`src/rtl/sccb_pkg.sv`:
```
// Shared types and constants for the OV7670 SCCB init sequencer and its ROM.
package sccb_pkg;

  typedef enum logic [3:0] {
    ST_BOOT,
    ST_FETCH,
    ST_DELAY,
    ST_ISSUE,
    ST_WAIT_HI,
    ST_WAIT_LO,
    ST_GAP,
    ST_NEXT,
    ST_IDLE
  } sccb_state_e;

  typedef enum logic {
    SRC_INIT,
    SRC_MAN
  } sccb_src_e;

  localparam logic [7:0] SCCB_WRITE_ADDR   = 8'h42;
  localparam logic [7:0] SCCB_DELAY_MARKER = 8'hFF;
  localparam logic [1:0] MODE_WRITE        = 2'b00;

  typedef struct packed {
    logic [7:0] sub;
    logic [7:0] data;
  } init_entry_t;

  function automatic logic is_delay_marker(input init_entry_t e);
    return e.sub == SCCB_DELAY_MARKER;
  endfunction

endpackage

```
`src/rtl/sccb_init_sequencer_rom.sv`:
```
// OV7670 register init table (QVGA RGB565), one {subaddress, data} entry per index.
module ov7670_init_rom
  import sccb_pkg::*;
#(
  parameter int NUM_REGS = 64,
  localparam int AW = (NUM_REGS > 1) ? $clog2(NUM_REGS) : 1
) (
  input  logic [AW-1:0] index,
  output init_entry_t   entry
);

  logic [7:0] idx8;

  // Entry 1 is a delay marker: the camera needs settling time after the COM7 soft reset.
  always_comb begin
    idx8 = 8'(index);
    case (idx8)
      8'd0:  entry = 16'h1280;
      8'd1:  entry = 16'hFF02;
      8'd2:  entry = 16'h1101;
      8'd3:  entry = 16'h1204;
      8'd4:  entry = 16'h0C04;
      8'd5:  entry = 16'h3E19;
      8'd6:  entry = 16'h703A;
      8'd7:  entry = 16'h7135;
      8'd8:  entry = 16'h7211;
      8'd9:  entry = 16'h73F1;
      8'd10: entry = 16'hA202;
      8'd11: entry = 16'h40D0;
      8'd12: entry = 16'h8C00;
      8'd13: entry = 16'h3A04;
      8'd14: entry = 16'h3DC8;
      8'd15: entry = 16'h1418;
      8'd16: entry = 16'h4FB3;
      8'd17: entry = 16'h50B3;
      8'd18: entry = 16'h5100;
      8'd19: entry = 16'h523D;
      8'd20: entry = 16'h53A7;
      8'd21: entry = 16'h54E4;
      8'd22: entry = 16'h589E;
      8'd23: entry = 16'h1716;
      8'd24: entry = 16'h1804;
      8'd25: entry = 16'h3224;
      8'd26: entry = 16'h1902;
      8'd27: entry = 16'h1A7A;
      8'd28: entry = 16'h030A;
      8'd29: entry = 16'h0F41;
      8'd30: entry = 16'h1E00;
      8'd31: entry = 16'h330B;
      8'd32: entry = 16'h3C78;
      8'd33: entry = 16'h6900;
      8'd34: entry = 16'h7400;
      8'd35: entry = 16'hB084;
      8'd36: entry = 16'hB10C;
      8'd37: entry = 16'hB20E;
      8'd38: entry = 16'hB380;
      8'd39: entry = 16'h7A20;
      8'd40: entry = 16'h7B10;
      8'd41: entry = 16'h7C1E;
      8'd42: entry = 16'h7D35;
      8'd43: entry = 16'h7E5A;
      8'd44: entry = 16'h7F69;
      8'd45: entry = 16'h8076;
      8'd46: entry = 16'h8180;
      8'd47: entry = 16'h8288;
      8'd48: entry = 16'h838F;
      8'd49: entry = 16'h8496;
      8'd50: entry = 16'h85A3;
      8'd51: entry = 16'h86AF;
      8'd52: entry = 16'h87C4;
      8'd53: entry = 16'h88D7;
      8'd54: entry = 16'h89E8;
      8'd55: entry = 16'h13E0;
      8'd56: entry = 16'h0000;
      8'd57: entry = 16'h1000;
      8'd58: entry = 16'h0D40;
      8'd59: entry = 16'h1418;
      8'd60: entry = 16'hA505;
      8'd61: entry = 16'hAB07;
      8'd62: entry = 16'h2495;
      8'd63: entry = 16'h2533;
      // Out-of-table reads decode as a zero-length delay so they can never start a write.
      default: entry = {SCCB_DELAY_MARKER, 8'h00};
    endcase
  end

endmodule

```
`src/rtl/sccb_init_sequencer.sv`:
```
// Owns the i2c host command interface: writes the OV7670 init table after power-up,
// then forwards manual register commands one at a time.
module sccb_init_sequencer
  import sccb_pkg::*;
#(
  parameter int NUM_REGS     = 64,
  parameter int BOOT_CYCLES  = 1_000_000,
  parameter int GAP_CYCLES   = 256,
  parameter int DELAY_UNIT   = 10_000,
  parameter int BUSY_TIMEOUT = 1024
) (
  input  logic        clk,
  input  logic        reset_,
  input  logic        m_req,
  input  logic [7:0]  m_subaddress,
  input  logic [7:0]  m_data,
  input  logic [1:0]  m_mode,
  output logic        m_ack,
  output logic        o_usher,
  output logic [7:0]  o_address,
  output logic [7:0]  o_subaddress,
  output logic [7:0]  o_data,
  output logic [1:0]  o_mode,
  input  logic        i_busy,
  output logic        init_done,
  output logic        timeout_err,
  output logic        seq_busy,
  output sccb_state_e dbg_state
);

  localparam int AW     = (NUM_REGS > 1) ? $clog2(NUM_REGS) : 1;
  // One extra bit so the index can hold NUM_REGS itself, the end-of-table value.
  localparam int IW     = AW + 1;
  localparam int BOOT_W = $clog2(BOOT_CYCLES) + 1;
  localparam int GAP_W  = $clog2(GAP_CYCLES) + 1;
  localparam int TO_W   = $clog2(BUSY_TIMEOUT) + 1;
  localparam int DLY_W  = $clog2(255 * DELAY_UNIT) + 1;

  sccb_state_e       state;
  sccb_src_e         src;
  logic [IW-1:0]     index;
  logic [BOOT_W-1:0] boot_cnt;
  logic [GAP_W-1:0]  gap_cnt;
  logic [TO_W-1:0]   to_cnt;
  logic [DLY_W-1:0]  delay_cnt;
  init_entry_t       rom_entry;

  ov7670_init_rom #(.NUM_REGS(NUM_REGS)) u_rom (
    .index (index[AW-1:0]),
    .entry (rom_entry)
  );

  assign o_address = SCCB_WRITE_ADDR;
  assign seq_busy  = (state != ST_IDLE);
  assign dbg_state = state;

  // Handshakes: m_req is a level held by the requester until the one-cycle m_ack that
  // latches its command; o_usher is a one-cycle start that is only raised while i_busy
  // is low, and the host acknowledges it by raising i_busy and later dropping it.
  always_ff @(posedge clk) begin
    if (!reset_) begin
      state        <= ST_BOOT;
      src          <= SRC_INIT;
      index        <= '0;
      boot_cnt     <= '0;
      gap_cnt      <= '0;
      to_cnt       <= '0;
      delay_cnt    <= '0;
      o_usher      <= 1'b0;
      m_ack        <= 1'b0;
      init_done    <= 1'b0;
      timeout_err  <= 1'b0;
      o_subaddress <= '0;
      o_data       <= '0;
      o_mode       <= '0;
    end else begin
      o_usher <= 1'b0;
      m_ack   <= 1'b0;
      case (state)
        ST_BOOT: begin
          if (boot_cnt == BOOT_W'(BOOT_CYCLES - 1)) state <= ST_FETCH;
          else boot_cnt <= boot_cnt + BOOT_W'(1);
        end
        ST_FETCH: begin
          if (is_delay_marker(rom_entry)) begin
            delay_cnt <= DLY_W'(32'(rom_entry.data) * 32'(DELAY_UNIT));
            state     <= ST_DELAY;
          end else begin
            o_subaddress <= rom_entry.sub;
            o_data       <= rom_entry.data;
            o_mode       <= MODE_WRITE;
            src          <= SRC_INIT;
            // Start straight away when the host is free; otherwise park in ISSUE.
            if (!i_busy) begin
              o_usher <= 1'b1;
              state   <= ST_WAIT_HI;
            end else begin
              state <= ST_ISSUE;
            end
          end
        end
        ST_DELAY: begin
          if (delay_cnt == '0) begin
            index <= index + IW'(1);
            state <= ST_NEXT;
          end else begin
            delay_cnt <= delay_cnt - DLY_W'(1);
          end
        end
        ST_ISSUE: begin
          if (!i_busy) begin
            o_usher <= 1'b1;
            state   <= ST_WAIT_HI;
          end
        end
        ST_WAIT_HI: begin
          if (i_busy) begin
            to_cnt <= '0;
            state  <= ST_WAIT_LO;
          end else if (to_cnt == TO_W'(BUSY_TIMEOUT - 1)) begin
            to_cnt      <= '0;
            timeout_err <= 1'b1;
            state       <= ST_GAP;
          end else begin
            to_cnt <= to_cnt + TO_W'(1);
          end
        end
        ST_WAIT_LO: begin
          if (!i_busy) state <= ST_GAP;
        end
        ST_GAP: begin
          if (gap_cnt == GAP_W'(GAP_CYCLES - 1)) begin
            gap_cnt <= '0;
            if (src == SRC_INIT) begin
              index <= index + IW'(1);
              state <= ST_NEXT;
            end else begin
              state <= ST_IDLE;
            end
          end else begin
            gap_cnt <= gap_cnt + GAP_W'(1);
          end
        end
        ST_NEXT: begin
          if (index == IW'(NUM_REGS)) begin
            init_done <= 1'b1;
            state     <= ST_IDLE;
          end else begin
            state <= ST_FETCH;
          end
        end
        ST_IDLE: begin
          if (m_req) begin
            o_subaddress <= m_subaddress;
            o_data       <= m_data;
            o_mode       <= m_mode;
            m_ack        <= 1'b1;
            src          <= SRC_MAN;
            state        <= ST_ISSUE;
          end
        end
        default: state <= ST_BOOT;
      endcase
    end
  end

endmodule
```
`config.mk`:
```
export PLATFORM = sky130hd
export DESIGN_NAME = sccb_init_sequencer
export DESIGN_NICKNAME = d
export VERILOG_FILES = /design/src/rtl/sccb_pkg.sv /design/src/rtl/sccb_init_sequencer_rom.sv /design/src/rtl/sccb_init_sequencer.sv
export SDC_FILE = /design/constraint.sdc
export NUM_CORES = 1
export LEC_CHECK = 0
export BUFFER_PORTS_ARGS = -buffer_cell sky130_fd_sc_hd__buf_4
export CAP_MARGIN = 10
export CORE_MARGIN = 3
export CORE_UTILIZATION = 56
export DETAILED_ROUTE_END_ITERATION = 6
export GPL_TIMING_DRIVEN = 0
export PLACE_DENSITY = 0.78
export SYNTH_ARGS = -nofsm -noshare
export SYNTH_HDL_FRONTEND = slang
export SYNTH_SLANG_ARGS = --single-unit
```
`constraint.sdc`:
```
create_clock -name clk -period 3.6 [get_ports clk]
set_input_delay 0.72 -clock clk [delete_from_list [all_inputs] [get_ports clk]]
set_output_delay 0.72 -clock clk [all_outputs]
set_load 0.02 [all_outputs]
```
After elaboration in Yosys (flattened, before gate mapping)
Memories as Yosys holds them, arrays and structs flattened. A register that Yosys moved wholly into a read port is not among the register bits.
Cells that the tools add are included.
Storage, ports and cells
  memories kept: 1
  bits in registers: 98
  RAM bits: 0
  bits in latches: 0
  bits in read-only memories: 1024
  logic and storage cells: 102
  output and inout bits: 35
  input port bits: 22
Cells by class
  reduce and logical (&&, ||, !) cells: 13
  div/mod/pow operators: 0
  multiplexer cells: 41
  order comparisons: 0
  $mul: 1
  $add $sub $neg: 5
  shift operators: 0
  equality and inequality tests: 25
  bitwise operators: 2
Memory list
  (no name shown): words 64, width 16, read ports 1, clocked after Yosys merged registers in 1, write ports 0, line sccb_init_sequencer_rom.sv:17  | case (idx8)
Operator list (count)
  23-bit 2-to-1 mux: 2
  23-bit one-hot mux with 2 select lines: 1
  4-bit 2-to-1 mux: 10
  4-bit one-hot mux with 9 select lines: 1
  8-bit 2-to-1 mux: 4
  8-bit one-hot mux with 2 select lines: 2
  23-bit logical NOT: 1
  23-bit by 1-bit subtractor with 23-bit output, second input constant: 1
  11-bit 2-to-1 mux: 2
  21-bit by 1-bit adder with 21-bit output, second input constant: 1
  21-bit by 20-bit == test with 1-bit output, second input constant: 1
  7-bit 2-to-1 mux: 3
  2-bit != test, second input constant: 10
  8-bit by 10-bit multiplier with 18-bit output, second input constant: 1
  4-bit by 3-bit == test with 1-bit output, second input constant: 4
  7-bit one-hot mux with 2 select lines: 1
  6-bit 2-to-1 mux: 2
  11-bit by 1-bit adder with 11-bit output, second input constant: 1
  11-bit by 10-bit == test with 1-bit output, second input constant: 1
  9-bit by 1-bit adder with 9-bit output, second input constant: 1
  9-bit by 8-bit == test with 1-bit output, second input constant: 1
  9-bit 2-to-1 mux: 1
  3-bit AND reduction: 3
  4-bit by 2-bit == test with 1-bit output, second input constant: 2
  18 further kinds: 30

Depth between registers and ports, before layout
Gate-level depths: netlist of the first run.
  word-level depth: 6
  gate-level depth with buffers: 16
  gate-level depth less buffers: 16

Hierarchy
Synthesis of the first run repeated with hierarchy kept, for this count alone.
Second synthesis, totals
  cell total of the unflattened synthesis: 972
  area, all modules: 7579.8 µm²
Modules (own cells, without submodules)
  sccb_init_sequencer: sequential area each 1961.9 µm², cells an instance 761, times used 1, area each 6178.4 µm²
  ov7670_init_rom: sequential area each 0.0 µm², cells an instance 211, times used 1, area each 1401.3 µm²

Worst setup path before layout of the first run
No wires, ideal clock.
  path kind: reg2reg
  start: reg u_rom.entry[2] (netlist name)
  end: reg delay_cnt[18]
  slack: -371 ps
  required time: 3470 ps
  buffers on the path: 0
  clock period less this slack: 3971 ps
  setup time: 130 ps
  data arrival time: 3841 ps
  stages on the path, launching flop included: 16
  cell sequence: dfxtp_1 ha_1 ha_1 inv_1 fa_1 fa_1 inv_1 fa_1 a21o_1 a21oi_1 o21bai_1 a2111oi_0 nor3_1 xor2_1 o21ai_0 a21oi_1
Between the ends
  longest elaborated chain between the ends: 3
Ends and longest elaborated chain
  8-bit by 10-bit multiplier with 18-bit output: line sccb_init_sequencer.sv:86  | delay_cnt <= DLY_W'(32'(rom_entry.data) * 32'(DELAY_UNIT));
  23-bit 2-to-1 mux: line sccb_init_sequencer.sv:85  | if (is_delay_marker(rom_entry)) begin
  23-bit one-hot mux with 2 select lines: line sccb_init_sequencer.sv:79  | case (state)
  end signal, assigned: line sccb_init_sequencer.sv:86
  end signal, assigned: line sccb_init_sequencer.sv:107  | delay_cnt <= delay_cnt - DLY_W'(1);
  end, declared: line sccb_init_sequencer.sv:45  | logic [DLY_W-1:0] delay_cnt;
Every way passes these cells. The select of a mux whose other input is x is not followed.
A chain may end at the register's enable or synchronous reset.

Worst setup path after layout of the first run
  start: reg u_rom.entry[3] (netlist name)
  end: reg delay_cnt[21]
Between the ends
  longest elaborated chain between the ends: 3
Ends and longest elaborated chain (line)
  8-bit by 10-bit multiplier with 18-bit output: sccb_init_sequencer.sv:86
  23-bit 2-to-1 mux: sccb_init_sequencer.sv:85
  23-bit one-hot mux with 2 select lines: sccb_init_sequencer.sv:79
Every way passes these cells. The select of a mux whose other input is x is not followed.

==> results of run 1 <==
flip-flops by register name, indices dropped and copies added, names as in the netlist:
register,cells
boot_cnt,21
dbg_state,4
delay_cnt,23
gap_cnt,9
index,7
init_done,1
m_ack,1
o_data,8
o_mode,2
o_subaddress,8
o_usher,1
src,1
timeout_err,1
to_cnt,11
u_rom.entry,16
through the flow:
step	hold WS [ns]	cells	util (%)	power, mW
after floorplan	0.422	1016	-	3.79
after global placement	0.436	1240	63.0	4.50
after detailed placement	0.449	1240	63.0	4.53
after CTS	0.457	1281	68.7	6.31
after global routing	0.487	1286	70.6	6.92
final	0.459	1286	70.6	6.56
placed cells by master, fill, tap and decap left out, types with 15 or more instances in the layout:
cell type	n
buf_4	75
xnor2_1	15
nor2_1	131
clkbuf_16	17
nand3_1	34
dfxtp_1	106
nor3_1	28
o21ai_0	56
a311oi_1	19
inv_1	40
xor2_1	20
clkbuf_1	37
ha_1	44
nand2_1	100
and3_1	21
a21oi_1	77
repair_timing:
action | CTS | global route
pin swaps | 7 | 15
buffers inserted | 10 | 8
resized for setup | 29 | 48
hold buffers | 0 | 0
setup endpoints to repair | 22 | 22
metal layers:
metal / vias up / global-route usage, %
met5: - / 0
met4: 0 / 13.8
met3: 116 / 6.54
met2: 451 / 49.8
met1: 3778 / 42.2
li1: 3792 / -
worst max-delay path, delay by kind of cell (launching register included):
| family | cells | cell delay [ns] |
|---|---|---|
| adder cells (fa/ha/maj) | 5 | 1.70 |
| AO/OA/AOI/OAI | 7 | 1.10 |
| flip-flops | 1 | 0.36 |
| AND/OR/NAND/NOR | 2 | 0.29 |
| buffers and inverters | 2 | 0.09 |
power groups by stage:
stage	clock network (mW)	logic (mW)	registers, mW
4_1_cts	1.73	2.87	1.71
3_5_place_dp	0	2.80	1.73
3_3_place_gp	0	2.77	1.72
2_1_floorplan	0	2.04	1.75
6_report	1.73	3.11	1.72
5_1_grt	1.79	3.38	1.75
worst min path at each step:
stage / from / end / cells after the start
4_1_cts: to_cnt[10]$_SDFFE_PN0P_ / to_cnt[10]$_SDFFE_PN0P_ / 2
3_5_place_dp: to_cnt[10]$_SDFFE_PN0P_ / to_cnt[10]$_SDFFE_PN0P_ / 2
6_report: delay_cnt[22]$_SDFFE_PN0P_ / delay_cnt[22]$_SDFFE_PN0P_ / 1
3_3_place_gp: to_cnt[10]$_SDFFE_PN0P_ / to_cnt[10]$_SDFFE_PN0P_ / 2
2_1_floorplan: to_cnt[10]$_SDFFE_PN0P_ / to_cnt[10]$_SDFFE_PN0P_ / 2
5_1_grt: u_rom.entry[15]$_DFF_P_ / o_subaddress[7]$_SDFFE_PN0P_ / 2
layout make-up:
cell class,count,area [um^2],share of cell area [%]
clock buffers,20,447,4.71
multi-input cells,787,5350,56.4
flip-flops and latches,114,2300,24.3
inverters,47,183,1.92
plain buffers,67,359,3.78
repair buffers,63,473,4.98
clock inverters,12,155,1.63
well taps,176,220,2.32
cells by family after synthesis:
kind of cell / count (synthesis)
DFF: 114
other: 2
buffers and inverters: 115
and+or+nand+nor: 402
xor gates and xnor gates: 36
AOI/OAI and AO/OA: 266
muxes: 9
adders and majority gates: 66
==> metrics.txt, run 1 <==
Int Pwr 3.77 mW; XOR/XNOR Fraction of Synth Area under 10%; sequential area share after synthesis 29.3%; Main synth FF type dfxtp_1; Slew @ Worst Pin 1.07 ns; Switch Pwr between 2 and 3 mW; final hold vios 0; Iteration-0 DRC Markers 919; total CTS buffers 17; R2R Setup Slk -0.09 ns; endpoint class of the critical path flip-flop; crit path to delay_cnt[21]$_SDFFE_PN0P_; clock transition at the registers of the reported paths 0.06 ns; TNS Setup -0.226 ns; drt first pass iters 6; average size of a mapped cell 7.72 um^2; clock share of power roughly a quarter; post-synth top area cell dfxtp_1; post-synthesis compound-gate area fraction between 20% and 30%; setup slack after layout -0.0918 ns; initial antenna violation count 0; Final Skew around 0.009 ns; I/O pin total 57; HP Class flip-flop to flip-flop; register share of total power 26.2%; Async SR Flop Fraction 0%; critical-path cell list ha_4, ha_4, inv_2, fa_1, fa_1, inv_2, ha_4, a21o_1, a21oi_2, nor2b_1, o21a_1, nor4_4, o41ai_2, a21o_1, a21oi_2, o22ai_1; simple-gate share of the synthesized area between 20% and 30%; CP Launch Type flip-flop; remaining antenna violation count 0; Critical Path Source u_rom.entry[3]$_DFF_P_; WL met2 about 11 mm; Worst path slowest cell fa_1; P&R area growth vs syn 21.7%; share of layout cells above drive strength 1 between 10% and 20%; H-tree levels 4; Logic pwr share roughly 48%; Nets approximately 1200; Routed met3 length just over 2 mm; Design Area, Final 9490 um^2; multiplexer share of the synthesized area about 1.3%; Total Die Area about 15000 um^2; dpl cell area 8470 um^2; largest family of logic cells by synthesized area simple AND/OR/NAND/NOR gates; hpwl dp around 17 mm; Net Sw Frac between 40% and 50%; number of global-route vias before repair between 7000 and 8000; Total GRT Usage around a third; Static Leak approximately 3.9 nW; GRT overflow 0; pwr dens ~690 nW/um^2; Clock Sinks 114; Avg WL per Cell roughly 19 um; ranking of synthesized cells by area dfxtp_1, ha_1, nor2_1; Max Clk Rate 0.271 GHz; Worst R2R Start u_rom.entry[3]$_DFF_P_; Core Area 13500 um^2; DR vias roughly 8100; top layer in use met4; Crit path arrival time between 3 and 4 ns; RSZ-0062 raised after global routing true; Post-Route WL between 20 and 25 mm; post-synthesis cell type count 86; top-count cell post-synth nor2_1; Worst Reg-to-Reg Cells 16; port buffer count between 40 and 50; Synth top cells by count nor2_1, dfxtp_1, nand2_1; Critical Setup Path Class flip-flop to flip-flop; met1 wire length between 10 and 15 mm; largest net degree at the start of global routing 17; DRC Markers 0; Final Max Slew Viols 0; Initial Util about 58%; Die Height 124 um; post-synthesis adder-cell area fraction between 10% and 20%; Max clock buf depth 2; CTS tree built; peak fanout along the critical path 2; clock latency on the worst-skew pair 0.42 ns; CP max stage delay between 0.5 and 0.6 ns; Via-to-Cell Ratio roughly 6.3; Synth Register Bits ~110; post-place setup slack -0.829 ns; VDD IR-drop max around 0.00044 V; Post-Synthesis Cell Area approximately 8000 um^2; Max-Cap Viols 0; first-pass GRT wire length 38.4 mm; Synth warnings 0; die width roughly 120 um; worst r2r dst delay_cnt[21]$_SDFFE_PN0P_; filler instances between 1000 and 1500; cell mode on critical path ha_4; number of synthesized flops with an enable pin 0; crit share post-route 103%; number of setup violations in the final report 4; top cell type's share of synthesized area between 20% and 30%; Slew headroom a little over a quarter; Mapped Cells just over 1000; WP data required 3.87 ns; outcome finished with violations; row count 42; min cycle time layout around 3.7 ns; violated checks setup timing; clock root cell clkbuf_16; n_diodes 0; GP Congestion 1.02
Note: power is estimated with default switching activity, not from simulation.
==> inputs of run 2 (changes only) <==
--- a/config.mk
+++ b/config.mk
@@ -7,11 +7,13 @@
 export LEC_CHECK = 0
 export BUFFER_PORTS_ARGS = -buffer_cell sky130_fd_sc_hd__buf_4
 export CAP_MARGIN = 10
+export CORE_ASPECT_RATIO = 2
 export CORE_MARGIN = 3
 export CORE_UTILIZATION = 56
 export DETAILED_ROUTE_END_ITERATION = 6
 export GPL_TIMING_DRIVEN = 0
 export PLACE_DENSITY = 0.78
+export REMOVE_ABC_BUFFERS = 1
 export SYNTH_ARGS = -nofsm -noshare
 export SYNTH_HDL_FRONTEND = slang
 export SYNTH_SLANG_ARGS = --single-unit
==> run 2 against run 1 <==
- the run still ends with setup timing left
- design area fell by 3.3%
- highest routed layer unchanged
- first-iteration DRC count decreased by 30%
- critical path depth down 1
- largest cell class unchanged
- worst setup slack got worse by 0.13 ns
- wire length decreased by 5.6%
==> metrics.txt, run 2 (synthesized netlist as in run 1, its figures left out) <==
Max-Cap Viols 0; drt first pass iters 6; DRC Markers 0; first-pass GRT wire length about 37 mm; Max Clk Rate 0.262 GHz; RSZ-0062 raised after global routing true; Final Skew around 0.012 ns; number of global-route vias before repair 7726; GRT overflow 0; CP Launch Type flip-flop; Final Max Slew Viols 0; CTS tree built; Initial Util 57.7%; row count 60; share of layout cells above drive strength 1 a little under a fifth; clock latency on the worst-skew pair 0.41 ns; die width around 89 um; remaining antenna violation count 0; crit share post-route 106%; Top reg by flops delay_cnt; Static Leak approximately 3.7 nW; peak fanout along the critical path 2; Total GRT Usage around 30%; Max clock buf depth 2; Worst path slowest cell fa_1; violated checks setup timing; pwr dens between 600 and 700 nW/um^2; Critical Setup Path Class flip-flop to flip-flop; Worst Reg-to-Reg Cells 15; hold slack 0.456 ns; top layer in use met4; P&R area growth vs syn 17.7%; TNS Setup -0.709 ns; HP Class flip-flop to flip-flop; setup slack after layout -0.224 ns; Post-Route WL 23.3 mm; Largest register FFs 23; number of setup violations in the final report 5; crit path to delay_cnt[18]$_SDFFE_PN0P_; Total Die Area ~15000 um^2; WP data required approximately 3.9 ns; GP Congestion ~1.1; min cycle time layout between 3 and 4 ns; Via-to-Cell Ratio ~6.5; Iteration-0 DRC Markers 647; outcome finished with violations; filler instances about 1100; largest net degree at the start of global routing 84; most frequent cells in the layout nor2_1, dfxtp_1, nand2_1, a21oi_1, buf_4; final core utilization approximately 68%; total CTS buffers 17; DR vias ~7900; Nets approximately 1100; WL met2 12.1 mm; worst r2r dst delay_cnt[18]$_SDFFE_PN0P_; Die Height about 170 um; hpwl dp about 15 mm; Crit path arrival time between 4 and 5 ns; area used by multi-input combinational logic 5340 um^2; Critical Path Source u_rom.entry[2]$_DFF_P_; port buffer count 48; endpoint class of the critical path flip-flop; Routed met3 length 1.46 mm; CP max stage delay between 0.5 and 0.6 ns; Core Area approximately 14000 um^2; Slew headroom about 22%; post-place setup slack -1.09 ns; clock root cell clkbuf_16; n_diodes 0; VDD IR-drop max roughly 0.00038 V; I/O pin total 57; FF/Latch Area roughly 2300 um^2; final hold vios 0; commonest non-fill, non-tap cell in the layout nor2_1; Clock Sinks approximately 110; Avg WL per Cell 19.1 um; H-tree levels 4; critical-path cell list ha_4, ha_4, inv_2, fa_1, fa_1, inv_2, fa_2, a21o_1, a21oi_2, o21bai_2, a2111oi_4, nor3_2, xor2_1, o21ai_1, a21oi_1; clock transition at the registers of the reported paths roughly 0.060 ns; initial antenna violation count 0; Worst R2R Start u_rom.entry[2]$_DFF_P_; met1 wire length 8.13 mm; Slew @ Worst Pin 1.17 ns; R2R Setup Slk -0.22 ns
-- run 2: cell types whose count changed in the layout (fill, tap and decap cells not counted), sizes merged, moves of 3 or more --
cell      previous run  this run
buf                 92        79
bufinv               3         0
clkinvlp             2         5
clkbuf              58        18
-- run 2: routing by layer --
| layer | track usage (%) | up-vias |
|---|---|---|
| met5 | 0 | - |
| met4 | 19.8 | 0 |
| met3 | 4.67 | 131 |
| met2 | 52.3 | 429 |
| met1 | 32.2 | 3675 |
| li1 | - | 3713 |
-- run 2: area by class of cell --
class | count | area share [%]
Timing Repair Buffer | 79 | 6.64
Sequential cell | 114 | 25.1
Inverter | 47 | 2.04
Tap cell | 155 | 2.11
Multi-Input combinational cell | 789 | 58.2
Clock inverter | 14 | 1.16
Clock buffer | 18 | 4.78
-- run 2: worst min path at each step --
stage | start | endpoint | slack [ns] | depth (start not counted)
after floorplan | to_cnt[10]$_SDFFE_PN0P_ | to_cnt[10]$_SDFFE_PN0P_ | 0.42 | 2
after global placement | to_cnt[10]$_SDFFE_PN0P_ | to_cnt[10]$_SDFFE_PN0P_ | 0.43 | 2
after detailed placement | to_cnt[10]$_SDFFE_PN0P_ | to_cnt[10]$_SDFFE_PN0P_ | 0.44 | 2
after CTS | to_cnt[10]$_SDFFE_PN0P_ | to_cnt[10]$_SDFFE_PN0P_ | 0.45 | 2
after global routing | gap_cnt[8]$_SDFFE_PN0N_ | gap_cnt[8]$_SDFFE_PN0N_ | 0.48 | 1
final | to_cnt[10]$_SDFFE_PN0P_ | to_cnt[10]$_SDFFE_PN0P_ | 0.46 | 2
-- run 2: critical path: cells and delay by family (launching register included) --
kind,cells,cell delay (ns)
adder cells (fa/ha/maj),5,1.83
AND/OR/NAND/NOR,1,0.10
flip-flops,1,0.36
XOR/XNOR,1,0.18
buffers and inverters,2,0.09
AO/OA/AOI/OAI,6,1.14
-- run 2: stage by stage --
stage               std cells  power [mW]  instance area [um^2]
floorplan                 948        3.72                  7490
finish                   1216        6.31                  9180
CTS                      1206        6.15                  8990
global route             1216        6.72                  9180
detailed placement       1155        4.47                  8100
global placement         1151        4.42                  8050
-- run 2: timing repair --
| action | CTS | global route |
|---|---|---|
| endpoints found under the setup margin | 30 | 23 |
| buffers inserted | 17 | 8 |
| hold buffers | 0 | 0 |
| cloned | 2 | 0 |
| resized for setup | 48 | 29 |
| pin swaps | 26 | 10 |
-- run 2: power by group --
group	switching [mW]	internal (mW)	total (mW)
Clock	0.646	0.903	1.55
Sequential	0.281	1.50	1.78
Combinational	1.85	1.13	2.98
Total	2.78	3.53	6.31
